<file path="config.mk">
export PLATFORM = sky130hd
export DESIGN_NAME = rtc_alarm_irq_ctrl_flat
export DESIGN_NICKNAME = d
export VERILOG_FILES = /design/src/rtl/rtc_alarm_irq_ctrl_pkg.sv /design/src/rtl/rtc_alarm_irq_ctrl_if.sv /design/src/rtl/rtc_alarm_irq_ctrl_ch.sv /design/src/rtl/rtc_alarm_irq_ctrl.sv /design/src/flat_wrapper.sv
export SDC_FILE = /design/constraint.sdc
export NUM_CORES = 1
export LEC_CHECK = 0
export CAP_MARGIN = 20
export CORE_UTILIZATION = 60
export DETAILED_ROUTE_END_ITERATION = 7
export PLACE_DENSITY = 0.85
export SLEW_MARGIN = 10
export SYNTH_ARGS = -nofsm -noshare
export SYNTH_HDL_FRONTEND = slang
export SYNTH_SLANG_ARGS = --single-unit
</file>
<file path="constraint.sdc">
create_clock -name clk_i -period 2.7 [get_ports clk_i]
set_clock_uncertainty 0.15 [all_clocks]
set_input_delay 0.54 -clock clk_i [delete_from_list [all_inputs] [get_ports clk_i]]
set_output_delay 0.54 -clock clk_i [all_outputs]
set_load 0.02 [all_outputs]
</file>
<file path="src/rtl/rtc_alarm_irq_ctrl_pkg.sv">
// Shared types for the RTC alarm interrupt controller: calendar time record,
// mask bit positions and the per-channel state encoding.
package rtc_pkg;

  parameter int YEAR_W = 12;

  // Mask bit positions; bit i set means field i is ignored by the comparator.
  localparam int FLD_SEC   = 0;
  localparam int FLD_MIN   = 1;
  localparam int FLD_HOUR  = 2;
  localparam int FLD_MODE  = 3;
  localparam int FLD_DOW   = 4;
  localparam int FLD_DOM   = 5;
  localparam int FLD_MONTH = 6;
  localparam int FLD_YEAR  = 7;
  localparam int N_FIELDS  = 8;

  typedef struct packed {
    logic [YEAR_W-1:0] year;
    logic [3:0]        month;
    logic [4:0]        dom;
    logic [2:0]        dow;
    logic              mode;
    logic [4:0]        hour;
    logic [5:0]        min;
    logic [5:0]        sec;
  } rtc_time_t;

  typedef enum logic [1:0] {
    CH_DISABLED = 2'b00,
    CH_ARMED    = 2'b01,
    CH_PENDING  = 2'b10
  } ch_state_e;

  // A field matches when it is equal or masked out; all fields must match.
  function automatic logic fields_match(input logic [N_FIELDS-1:0] eq,
                                        input logic [N_FIELDS-1:0] mask);
    return &(eq | mask);
  endfunction

endpackage

</file>
<file path="src/rtl/rtc_alarm_irq_ctrl_if.sv">
// Channel configuration and interrupt acknowledge bus of the alarm controller.
interface rtc_alarm_irq_ctrl_if
  import rtc_pkg::*;
#(
  parameter int N_CH = 4
);
  localparam int CH_W = (N_CH > 1) ? $clog2(N_CH) : 1;

  logic            cfg_we_i;
  logic [CH_W-1:0] cfg_ch_i;
  rtc_time_t       cfg_time_i;
  logic [7:0]      cfg_mask_i;
  logic            cfg_en_i;
  logic            cfg_periodic_i;
  logic            irq_ack_i;
  logic [CH_W-1:0] irq_ack_ch_i;

  modport master (
    output cfg_we_i, cfg_ch_i, cfg_time_i, cfg_mask_i, cfg_en_i,
           cfg_periodic_i, irq_ack_i, irq_ack_ch_i
  );

  modport slave (
    input cfg_we_i, cfg_ch_i, cfg_time_i, cfg_mask_i, cfg_en_i,
          cfg_periodic_i, irq_ack_i, irq_ack_ch_i
  );

endinterface

</file>
<file path="src/rtl/rtc_alarm_irq_ctrl_ch.sv">
// One alarm channel: stored alarm time and mask, tick-qualified comparator and
// the DISABLED / ARMED / PENDING state machine with sticky missed flag.
module rtc_alarm_ch
  import rtc_pkg::*;
#(
  parameter int YEAR_W = rtc_pkg::YEAR_W
) (
  input  logic       clk_i,
  input  logic       rstn_i,
  input  rtc_time_t  cur_time_i,
  input  logic       tick_i,
  input  logic       cfg_we_i,
  input  rtc_time_t  cfg_time_i,
  input  logic [7:0] cfg_mask_i,
  input  logic       cfg_en_i,
  input  logic       cfg_periodic_i,
  input  logic       ack_i,
  output logic       pending_o,
  output logic       missed_o
);

  ch_state_e  state_q, state_d;
  rtc_time_t  alarm_q, alarm_d;
  logic [7:0] mask_q, mask_d;
  logic       periodic_q, periodic_d;
  logic       pending_q, pending_d;
  logic       missed_q, missed_d;
  logic [7:0] eq_s;
  logic       match_s;

  // Per-field equality between the live time and the stored alarm.
  always_comb begin
    eq_s            = 8'h00;
    eq_s[FLD_SEC]   = (cur_time_i.sec   == alarm_q.sec);
    eq_s[FLD_MIN]   = (cur_time_i.min   == alarm_q.min);
    eq_s[FLD_HOUR]  = (cur_time_i.hour  == alarm_q.hour);
    eq_s[FLD_MODE]  = (cur_time_i.mode  == alarm_q.mode);
    eq_s[FLD_DOW]   = (cur_time_i.dow   == alarm_q.dow);
    eq_s[FLD_DOM]   = (cur_time_i.dom   == alarm_q.dom);
    eq_s[FLD_MONTH] = (cur_time_i.month == alarm_q.month);
    eq_s[FLD_YEAR]  = (cur_time_i.year[YEAR_W-1:0] == alarm_q.year[YEAR_W-1:0]);
  end

  assign match_s = tick_i & fields_match(eq_s, mask_q);

  // Next state; a configuration write overrides any match in the same cycle.
  always_comb begin
    state_d    = state_q;
    alarm_d    = alarm_q;
    mask_d     = mask_q;
    periodic_d = periodic_q;
    missed_d   = missed_q;
    if (cfg_we_i) begin
      alarm_d    = cfg_time_i;
      mask_d     = cfg_mask_i;
      periodic_d = cfg_periodic_i;
      state_d    = cfg_en_i ? CH_ARMED : CH_DISABLED;
      missed_d   = 1'b0;
    end else begin
      case (state_q)
        CH_DISABLED: state_d = CH_DISABLED;
        CH_ARMED:    state_d = match_s ? CH_PENDING : CH_ARMED;
        CH_PENDING: begin
          if (ack_i) begin
            // A periodic alarm recurring on the ack cycle re-raises at once.
            missed_d = 1'b0;
            state_d  = periodic_q ? (match_s ? CH_PENDING : CH_ARMED) : CH_DISABLED;
          end else begin
            missed_d = missed_q | (match_s & periodic_q);
          end
        end
        default: begin
          state_d  = CH_DISABLED;
          missed_d = 1'b0;
        end
      endcase
    end
  end

  assign pending_d = (state_d == CH_PENDING);

  // Channel state and configuration registers.
  always_ff @(posedge clk_i or negedge rstn_i) begin
    if (!rstn_i) begin
      state_q    <= CH_DISABLED;
      alarm_q    <= '0;
      mask_q     <= 8'h00;
      periodic_q <= 1'b0;
      pending_q  <= 1'b0;
      missed_q   <= 1'b0;
    end else begin
      state_q    <= state_d;
      alarm_q    <= alarm_d;
      mask_q     <= mask_d;
      periodic_q <= periodic_d;
      pending_q  <= pending_d;
      missed_q   <= missed_d;
    end
  end

  assign pending_o = pending_q;
  assign missed_o  = missed_q;

endmodule

</file>
<file path="src/rtl/rtc_alarm_irq_ctrl.sv">
// RTC alarm interrupt controller: N_CH alarm channels, lowest-index interrupt
// priority encoder and a time snapshot register.
module rtc_alarm_irq_ctrl
  import rtc_pkg::*;
#(
  parameter  int N_CH   = 4,
  parameter  int YEAR_W = rtc_pkg::YEAR_W,
  localparam int CH_W   = (N_CH > 1) ? $clog2(N_CH) : 1
) (
  input  logic                clk_i,
  input  logic                rstn_i,
  input  rtc_time_t           cur_time_i,
  input  logic                tick_i,
  rtc_alarm_irq_ctrl_if.slave cfg_if,
  input  logic                snap_i,
  output logic                irq_o,
  output logic [CH_W-1:0]     irq_id_o,
  output logic [N_CH-1:0]     pending_o,
  output logic [N_CH-1:0]     missed_o,
  output rtc_time_t           snap_time_o,
  output logic                snap_valid_o
);

  logic [N_CH-1:0] ch_we_s;
  logic [N_CH-1:0] ch_ack_s;
  logic [N_CH-1:0] pending_s;
  logic [N_CH-1:0] missed_s;
  logic [CH_W-1:0] irq_id_s;
  rtc_time_t       snap_time_q, snap_time_d;
  logic            snap_valid_q;

  // Out-of-range channel indices select no channel and are dropped here.
  for (genvar g = 0; g < N_CH; g++) begin : g_ch
    assign ch_we_s[g]  = cfg_if.cfg_we_i  & (int'(cfg_if.cfg_ch_i) == g);
    assign ch_ack_s[g] = cfg_if.irq_ack_i & (int'(cfg_if.irq_ack_ch_i) == g);

    rtc_alarm_ch #(
      .YEAR_W (YEAR_W)
    ) u_ch (
      .clk_i          (clk_i),
      .rstn_i         (rstn_i),
      .cur_time_i     (cur_time_i),
      .tick_i         (tick_i),
      .cfg_we_i       (ch_we_s[g]),
      .cfg_time_i     (cfg_if.cfg_time_i),
      .cfg_mask_i     (cfg_if.cfg_mask_i),
      .cfg_en_i       (cfg_if.cfg_en_i),
      .cfg_periodic_i (cfg_if.cfg_periodic_i),
      .ack_i          (ch_ack_s[g]),
      .pending_o      (pending_s[g]),
      .missed_o       (missed_s[g])
    );
  end

  // Lowest pending index wins; scanning downward leaves the smallest one.
  always_comb begin
    irq_id_s = '0;
    for (int i = N_CH - 1; i >= 0; i--) begin
      irq_id_s = pending_s[i] ? CH_W'(i) : irq_id_s;
    end
  end

  assign snap_time_d = snap_i ? cur_time_i : snap_time_q;

  // Snapshot capture and its one-cycle valid strobe.
  always_ff @(posedge clk_i or negedge rstn_i) begin
    if (!rstn_i) begin
      snap_time_q  <= '0;
      snap_valid_q <= 1'b0;
    end else begin
      snap_time_q  <= snap_time_d;
      snap_valid_q <= snap_i;
    end
  end

  assign irq_o        = |pending_s;
  assign irq_id_o     = irq_id_s;
  assign pending_o    = pending_s;
  assign missed_o     = missed_s;
  assign snap_time_o  = snap_time_q;
  assign snap_valid_o = snap_valid_q;

endmodule

</file>
<file path="src/flat_wrapper.sv">
// flat-port wrapper written by rule: the top's interface ports become plain ports
module rtc_alarm_irq_ctrl_flat import rtc_pkg::*;
#(
  parameter  int N_CH   = 4,
  parameter  int YEAR_W = rtc_pkg::YEAR_W,
  localparam int CH_W   = (N_CH > 1) ? $clog2(N_CH) : 1
)
  (clk_i, rstn_i, cur_time_i, tick_i, snap_i, irq_o, irq_id_o, pending_o, missed_o, snap_time_o, snap_valid_o, cfg_if_cfg_we_i, cfg_if_cfg_ch_i, cfg_if_cfg_time_i, cfg_if_cfg_mask_i, cfg_if_cfg_en_i, cfg_if_cfg_periodic_i, cfg_if_irq_ack_i, cfg_if_irq_ack_ch_i);
  rtc_alarm_irq_ctrl_if #(.N_CH(N_CH)) cfg_if_i ();
  input  logic clk_i;
  input  logic rstn_i;
  input  rtc_time_t cur_time_i;
  input  logic tick_i;
  input  logic snap_i;
  output logic irq_o;
  output logic [CH_W-1:0] irq_id_o;
  output logic [N_CH-1:0] pending_o;
  output logic [N_CH-1:0] missed_o;
  output rtc_time_t snap_time_o;
  output logic snap_valid_o;
  input wire logic [$bits(cfg_if_i.cfg_we_i)-1:0] cfg_if_cfg_we_i;
  input wire logic [$bits(cfg_if_i.cfg_ch_i)-1:0] cfg_if_cfg_ch_i;
  input wire logic [$bits(cfg_if_i.cfg_time_i)-1:0] cfg_if_cfg_time_i;
  input wire logic [$bits(cfg_if_i.cfg_mask_i)-1:0] cfg_if_cfg_mask_i;
  input wire logic [$bits(cfg_if_i.cfg_en_i)-1:0] cfg_if_cfg_en_i;
  input wire logic [$bits(cfg_if_i.cfg_periodic_i)-1:0] cfg_if_cfg_periodic_i;
  input wire logic [$bits(cfg_if_i.irq_ack_i)-1:0] cfg_if_irq_ack_i;
  input wire logic [$bits(cfg_if_i.irq_ack_ch_i)-1:0] cfg_if_irq_ack_ch_i;
  assign cfg_if_i.cfg_we_i = cfg_if_cfg_we_i;
  assign cfg_if_i.cfg_ch_i = cfg_if_cfg_ch_i;
  assign cfg_if_i.cfg_time_i = cfg_if_cfg_time_i;
  assign cfg_if_i.cfg_mask_i = cfg_if_cfg_mask_i;
  assign cfg_if_i.cfg_en_i = cfg_if_cfg_en_i;
  assign cfg_if_i.cfg_periodic_i = cfg_if_cfg_periodic_i;
  assign cfg_if_i.irq_ack_i = cfg_if_irq_ack_i;
  assign cfg_if_i.irq_ack_ch_i = cfg_if_irq_ack_ch_i;
  rtc_alarm_irq_ctrl #(.N_CH(N_CH), .YEAR_W(YEAR_W)) u_core (.clk_i(clk_i), .rstn_i(rstn_i), .cur_time_i(cur_time_i), .tick_i(tick_i), .cfg_if(cfg_if_i), .snap_i(snap_i), .irq_o(irq_o), .irq_id_o(irq_id_o), .pending_o(pending_o), .missed_o(missed_o), .snap_time_o(snap_time_o), .snap_valid_o(snap_valid_o));
endmodule
</file>
Yosys cells after proc, flatten, opt, wreduce, memory -nomap -nowiden:

Cells that the tools add are included.

* output and inout port bits: 54
* bits in registers: 263

* multiplexer cells: 37
* eq/ne operators: 54
* bitwise gates (word level): 24
* reduce and logical (&&, ||, !) cells: 15

Operators with widths (count)
* 12-bit equality test: 4
* 6-bit equality test: 8
* 5-bit equality test: 8
* 2-bit two-way mux: 20
* 8-bit OR: 4
* 8-bit AND reduction: 4
* 2-bit equality test, second input constant: 12
* 1-bit AND: 16
* 4-bit equality test: 4
* 2-bit case mux with 2 select lines: 4
* 2-bit by 1-bit equality test with 1-bit output, second input constant: 6
* 3-bit equality test: 4
* 2-bit zero test: 6
* 1-bit two-way mux: 9
* 2-bit by 1-bit inequality test with 1-bit output, second input constant: 4
* 1-bit case mux with 2 select lines: 4
* 2-bit OR reduction: 4
* 1-bit equality test: 4
* 1-bit OR: 4
* 4-bit OR reduction: 1

Logic depth before layout (Yosys ltp):

Gate-level depths: netlist of the first run.

* depth in word-level cells: 10
* mapped depth: 7
* gate-level depth less buffers: 7

Cells and area by module:

Synthesis of the first run repeated with hierarchy kept, for this count alone.

* cells, all modules: 895
* area total of the unflattened synthesis: 12507.0 um^2

Modules (own cells, without submodules)
* rtc_alarm_ch: times used 4, cells an instance 197, area an instance 2656.3 um^2, sequential area each 1376.3 um^2
* rtc_alarm_irq_ctrl: times used 1, cells an instance 107, area an instance 1881.8 um^2, sequential area each 1076.0 um^2

Least setup slack after synthesis of the first run:

OpenSTA, ideal clock, no wires.

* kind: in2reg
* start: in cur_time_i[30] in the netlist's numbering
* end: reg u_core.g_ch[2].u_ch.state_q[0]
* required time: 2.426 ns
* arrival time: 1.807 ns
* path buffers: 1
* slack: 0.619 ns
* stages: 7
* setup time: 0.124 ns
* cells stage by stage: buf_2 -> xor2_1 -> nor4_1 -> a31o_2 -> nor4b_2 -> a211oi_1 -> or2_1

* cells in the longest elaborated chain, start to end: 9

Ends and longest elaborated chain
* start: declaration: RTL line flat_wrapper.sv:12 `input rtc_time_t cur_time_i;`
* 12-bit equality test *: RTL line rtc_alarm_irq_ctrl_ch.sv:41 `eq_s[FLD_YEAR] = (cur_time_i.year[YEAR_W-1:0] == alarm_q.year[YEAR_W-1:0]);`
* 8-bit OR *: RTL line rtc_alarm_irq_ctrl_pkg.sv:38 `return &(eq | mask);`
* 8-bit AND reduction *: RTL line rtc_alarm_irq_ctrl_pkg.sv:38
* 1-bit AND *: RTL line rtc_alarm_irq_ctrl_ch.sv:44 `assign match_s = tick_i & fields_match(eq_s, mask_q);`
* 2-bit two-way mux *: RTL line rtc_alarm_irq_ctrl_ch.sv:62, rtc_alarm_irq_ctrl_ch.sv:67
* 2-bit two-way mux: RTL line rtc_alarm_irq_ctrl_ch.sv:67 `state_d = periodic_q ? (match_s ? CH_PENDING : CH_ARMED) : CH_DISABLED;`
* 2-bit two-way mux: RTL line rtc_alarm_irq_ctrl_ch.sv:64 `if (ack_i) begin`
* 2-bit case mux with 2 select lines *: RTL line rtc_alarm_irq_ctrl_ch.sv:60 `case (state_q)`
* 2-bit two-way mux *: RTL line rtc_alarm_irq_ctrl_ch.sv:53 `if (cfg_we_i) begin`
* net u_core.g_ch[2].u_ch.state_d[0]: RTL line rtc_alarm_irq_ctrl_ch.sv:22 `ch_state_e state_q, state_d;`
* end signal: assignment: RTL line rtc_alarm_irq_ctrl_ch.sv:92 `state_q <= state_d;`
* end: declaration: RTL line rtc_alarm_irq_ctrl_ch.sv:22

Mark *: on every way through the listed nets, which the timed path passes. The rest lies on a longest branch.
A chain may end at the register's enable or synchronous reset.

Worst setup path after layout of the first run:

* start: reg u_core.g_ch[2].u_ch.pending_q
* end: out irq_id_o[1]

* cells in the longest elaborated chain, start to end: 3

Ends and longest elaborated chain
* start: declaration: RTL line rtc_alarm_irq_ctrl_ch.sv:26 `logic pending_q, pending_d;`
* start signal: assignment: RTL line rtc_alarm_irq_ctrl_ch.sv:96 `pending_q <= pending_d;`
* 2-bit two-way mux (3 in a row): RTL line rtc_alarm_irq_ctrl.sv:59 `irq_id_s = pending_s[i] ? CH_W'(i) : irq_id_s;`
* end: declaration: RTL line flat_wrapper.sv:16 `output logic [CH_W-1:0] irq_id_o;`

Every way passes these cells.

==> results of run 1 <==
[registers in the layout, indices dropped and copies added, names as in the netlist]
register / cells
u_core.g_ch.u_ch.pending_o: 4
u_core.g_ch.u_ch.periodic_q: 4
u_core.g_ch.u_ch.state_q: 8
u_core.snap_valid_o: 1
u_core.g_ch.u_ch.missed_o: 4
u_core.g_ch.u_ch.mask_q: 32
u_core.snap_time_o: 42
u_core.g_ch.u_ch.alarm_q: 168
[cell families (layout without fill, tap and decap cells)]
family | Yosys count | in the layout
DFF | 263 | 263
xor gates and xnor gates | 168 | 168
AOI/OAI and AO/OA | 58 | 58
buffers and inverters | 95 | 274
and+or+nand+nor | 252 | 252
muxes | 195 | 195
adders and majority gates | 12 | 12
[layout make-up]
type	count	area (sq um)	area share [%]
Clock buffer	39	802	5.19
Clock inverter	11	119	0.769
Inverter	11	41.3	0.267
Multi-Input combinational cell	685	5430	35.1
Sequential cell	263	6580	42.6
Tap cell	270	338	2.19
Timing Repair Buffer	213	2140	13.9
[worst paths after layout]
kind                            slack [ns]                         endpoint  cells after the start
worst min register to register        0.33    u_core.g_ch[3].u_ch.mask_q[4]                      2
worst max-delay path                  0.25                      irq_id_o[1]                      3
worst max register to register        0.43   u_core.g_ch[3].u_ch.state_q[0]                      7
worst min-delay path                  0.33    u_core.g_ch[3].u_ch.mask_q[4]                      2
max in group asynchronous             1.25  u_core.g_ch[2].u_ch.alarm_q[18]                      3
min in group asynchronous             0.42           u_core.snap_time_o[33]                      2
[worst max-delay path, stage by stage (launching register included)]
cell,delay (ns)
sky130_fd_sc_hd__dfrtp_1,0.40
sky130_fd_sc_hd__nor2_1,0.08
sky130_fd_sc_hd__nor3_1,0.13
sky130_fd_sc_hd__clkdlybuf4s50_1,0.62
[cells in the mapped netlist (6+ instances only)]
cell | count | area [sq um]
sky130_fd_sc_hd__a41oi_1 | 7 | 61.3
sky130_fd_sc_hd__buf_4 | 10 | 75.1
sky130_fd_sc_hd__buf_2 | 31 | 155
sky130_fd_sc_hd__xnor2_1 | 56 | 490
sky130_fd_sc_hd__ha_1 | 12 | 150
sky130_fd_sc_hd__clkbuf_1 | 31 | 116
sky130_fd_sc_hd__nand3_1 | 6 | 30.0
sky130_fd_sc_hd__nor3_1 | 13 | 65.1
sky130_fd_sc_hd__nand2_1 | 165 | 619
sky130_fd_sc_hd__dfrtp_1 | 263 | 6580
sky130_fd_sc_hd__inv_1 | 11 | 41.3
sky130_fd_sc_hd__nor4_1 | 22 | 138
sky130_fd_sc_hd__nor2_1 | 17 | 63.8
sky130_fd_sc_hd__buf_1 | 7 | 26.3
sky130_fd_sc_hd__xor2_1 | 112 | 981
sky130_fd_sc_hd__mux2_2 | 195 | 2200
sky130_fd_sc_hd__a21oi_1 | 6 | 30.0
sky130_fd_sc_hd__a31oi_1 | 25 | 156
[through the flow]
stage          utilization (%)  cell area [sq um]  power [mW]  instances
6_report                  76.1              15500        10.9       1492
4_1_cts                   76.1              15500        10.9       1492
5_1_grt                   76.1              15500        11.4       1492
3_3_place_gp              71.5              14500        7.00       1441
2_1_floorplan                -              12500        6.26       1043
3_5_place_dp              71.5              14500        7.11       1441
[power groups by stage]
stage | registers, mW | clock network (mW) | logic (mW)
after CTS | 4.99 | 3.84 | 2.11
after global routing | 5.07 | 4.03 | 2.27
after global placement | 5.00 | 0 | 2.00
final | 5.00 | 3.79 | 2.11
after detailed placement | 5.04 | 0 | 2.07
after floorplan | 5.02 | 0 | 1.23
[per-layer routing]
layer,vias up,global-route usage (%),wire [um]
met1,4330,38.0,12600
met2,242,49.0,14900
met5,-,0,0
li1,3834,-,-
met3,50,5.00,1520
met4,0,7.97,588
==> metrics.md, run 1 <==
| Metric | Value |
|---|---|
| Clock edge transition at the registers on the reported setup and hold paths | roughly 0.06 ns |
| Detailed Place HPWL | between 20 and 25 mm |
| Max Fclk | 408 MHz |
| Worst slack after detailed placement | -0.261 ns |
| Fraction of power spent switching nets | 27.2% |
| Switching power total | 2.96 mW |
| IR drop worst, VDD | 0.488 mV |
| Pleak | 6.73 nW |
| RSZ-0062 raised after global routing | false |
| Number of instances in the synthesized netlist | 1043 |
| Power per unit of standard cell area | about 700 nW/um^2 |
| Hold Vio Cnt, Final | 0 |
| Combinational Power Share | 19.3% |
| Clk buf depth | 3 |
| Clock insertion delay at the later pin of the skew report | 0.55 ns |
| First-iteration detailed-routing DRC count | 500 |
| Min setup slack post-route | 0.247 ns |
| Post-synthesis compound-gate area fraction | 3.30% |
| IO Pins | ~160 |
| Layout-stage area growth over the synthesis result | 23.9% |
| Data arrival time of the worst path | roughly 1.8 ns |
| Highest-count cells in the layout ignoring fill and taps | sky130_fd_sc_hd__dfrtp_1 (263), sky130_fd_sc_hd__mux2_2 (195), sky130_fd_sc_hd__nand2_1 (165) |
| N_diodes | 0 |
| Share of synthesized cell area in full adder, half adder and majority cells | under 10% |
| Row cnt | 52 |
| Floorplan die height | roughly 150 um |
| Endpoint class of the critical path | output port |
| Combinational family with the most area after synthesis | multiplexers |
| Portion of the clock cycle consumed by the worst path in the final layout | 90.8% |
| # hold bufs at CTS | 1 |
| Number of CTS-inserted buffers | 28 |
| Layout cell share with drive strength beyond 1 | 25.7% |
| Remaining Overflow, GRT | 0 |
| Wirelength per Cell | 19.8 um |
| Most common cell after layout, fill and taps aside | sky130_fd_sc_hd__dfrtp_1 |
| Launching instance or port of the critical path | u_core.g_ch[2].u_ch.pending_o |
| Worst reg2reg startpoint | u_core.g_ch[3].u_ch.alarm_q[27] |
| Vias in the first global route | 8960 |
| Total number of vias | 8456 |
| Min Clock Period, post-route | about 2.5 ns |
| Internal power component | 7.94 mW |
| Top flip-flop cell by instance count after synthesis | sky130_fd_sc_hd__dfrtp_1 |
| Wire length of the first global-routing pass | 48.5 mm |
| Worst-Margin Slew | 0.673 ns |
| Total Die Area | 21400 sq um |
| Routed wire length | 29.6 mm |
| Nets in the synthesized netlist | 1159 |
| Post-synthesis area per instance | 12.0 sq um |
| Post-CTS setup buffers | 0 |
| Class of the most critical hold timing path | flip-flop to flip-flop |
| Filler cell count | 1259 |
| Setup total negative slack | 0 ns |
| Share of total power in the clock network | 34.8% |
| Startpoint kind of the worst setup timing path | flip-flop |
| Part of the total power dissipated in sequential elements | 45.9% |
| TritonCTS clock tree | done |
| Parity-gate share of the synthesized area counting xor and xnor cells | roughly an eighth |
| Number of antenna violations at the first check in global routing | 1 |
| Min Hold Slack | ~0.33 ns |
| Number of flops mapped to enable cells by yosys | 0 |
| Drc violations | 0 |
| Outcome | finished clean |
| Final ANT Viol Nets | 0 |
| Final setup violation count | 0 |
| Count of nets after finishing | 1318 |
| Max-slew headroom | 55.2% |
| Die outline width | about 150 um |
| Synthesis warning total | 0 |
| Number of library cell types mapped by synthesis | 42 |
| Library cell used as clock root buffer | sky130_fd_sc_hd__clkbuf_16 |
| Tot GR Track Use | 28.7% |
| Area fraction in and, or, nand and nor cells after synthesis | 9.53% |
| Startpoint of the most critical hold path | u_core.g_ch[3].u_ch.mask_q[4] |
| Critical-path maximum fanout | 3 |
| Port Buffers | between 150 and 200 |
| Async S/R FF share, synth | 100% |
| Routability cong. | between 0.8 and 0.9 |
| Sequential-to-total area share from yosys stat | 52.8% |
| Resized Gates After CTS | 0 |
| Vias per std cell | 5.67 |
| Clock sink total | 263 |
| Proportion of synthesized area in mux cells | roughly 18% |
| # Max-Cap Violations | 0 |
| Largest net degree at the start of global routing | 80 |
| Core region area | 20300 sq um |
| Category of the most critical setup path | flip-flop to output port |
| Total of flip-flops plus latches after synthesis | 263 |
| Detailed Routing Iterations Pass 1 | 5 |
| Initial standard-cell utilization of the core | 61.4% |
| Slew Limit Fails | 0 |
| Max H-tree Level | 1 |
| Worst path required time | roughly 2 ns |
| Summed instance area of the synthesized netlist | 12500 sq um |
(Power assumes the default switching activity.)
==> inputs of run 2 (changes only) <==
Settings changed: CTS_CLUSTER_SIZE set to 30.
==> results of run 2 <==
Final layout, timing and power as in run 1 (identical DEF).
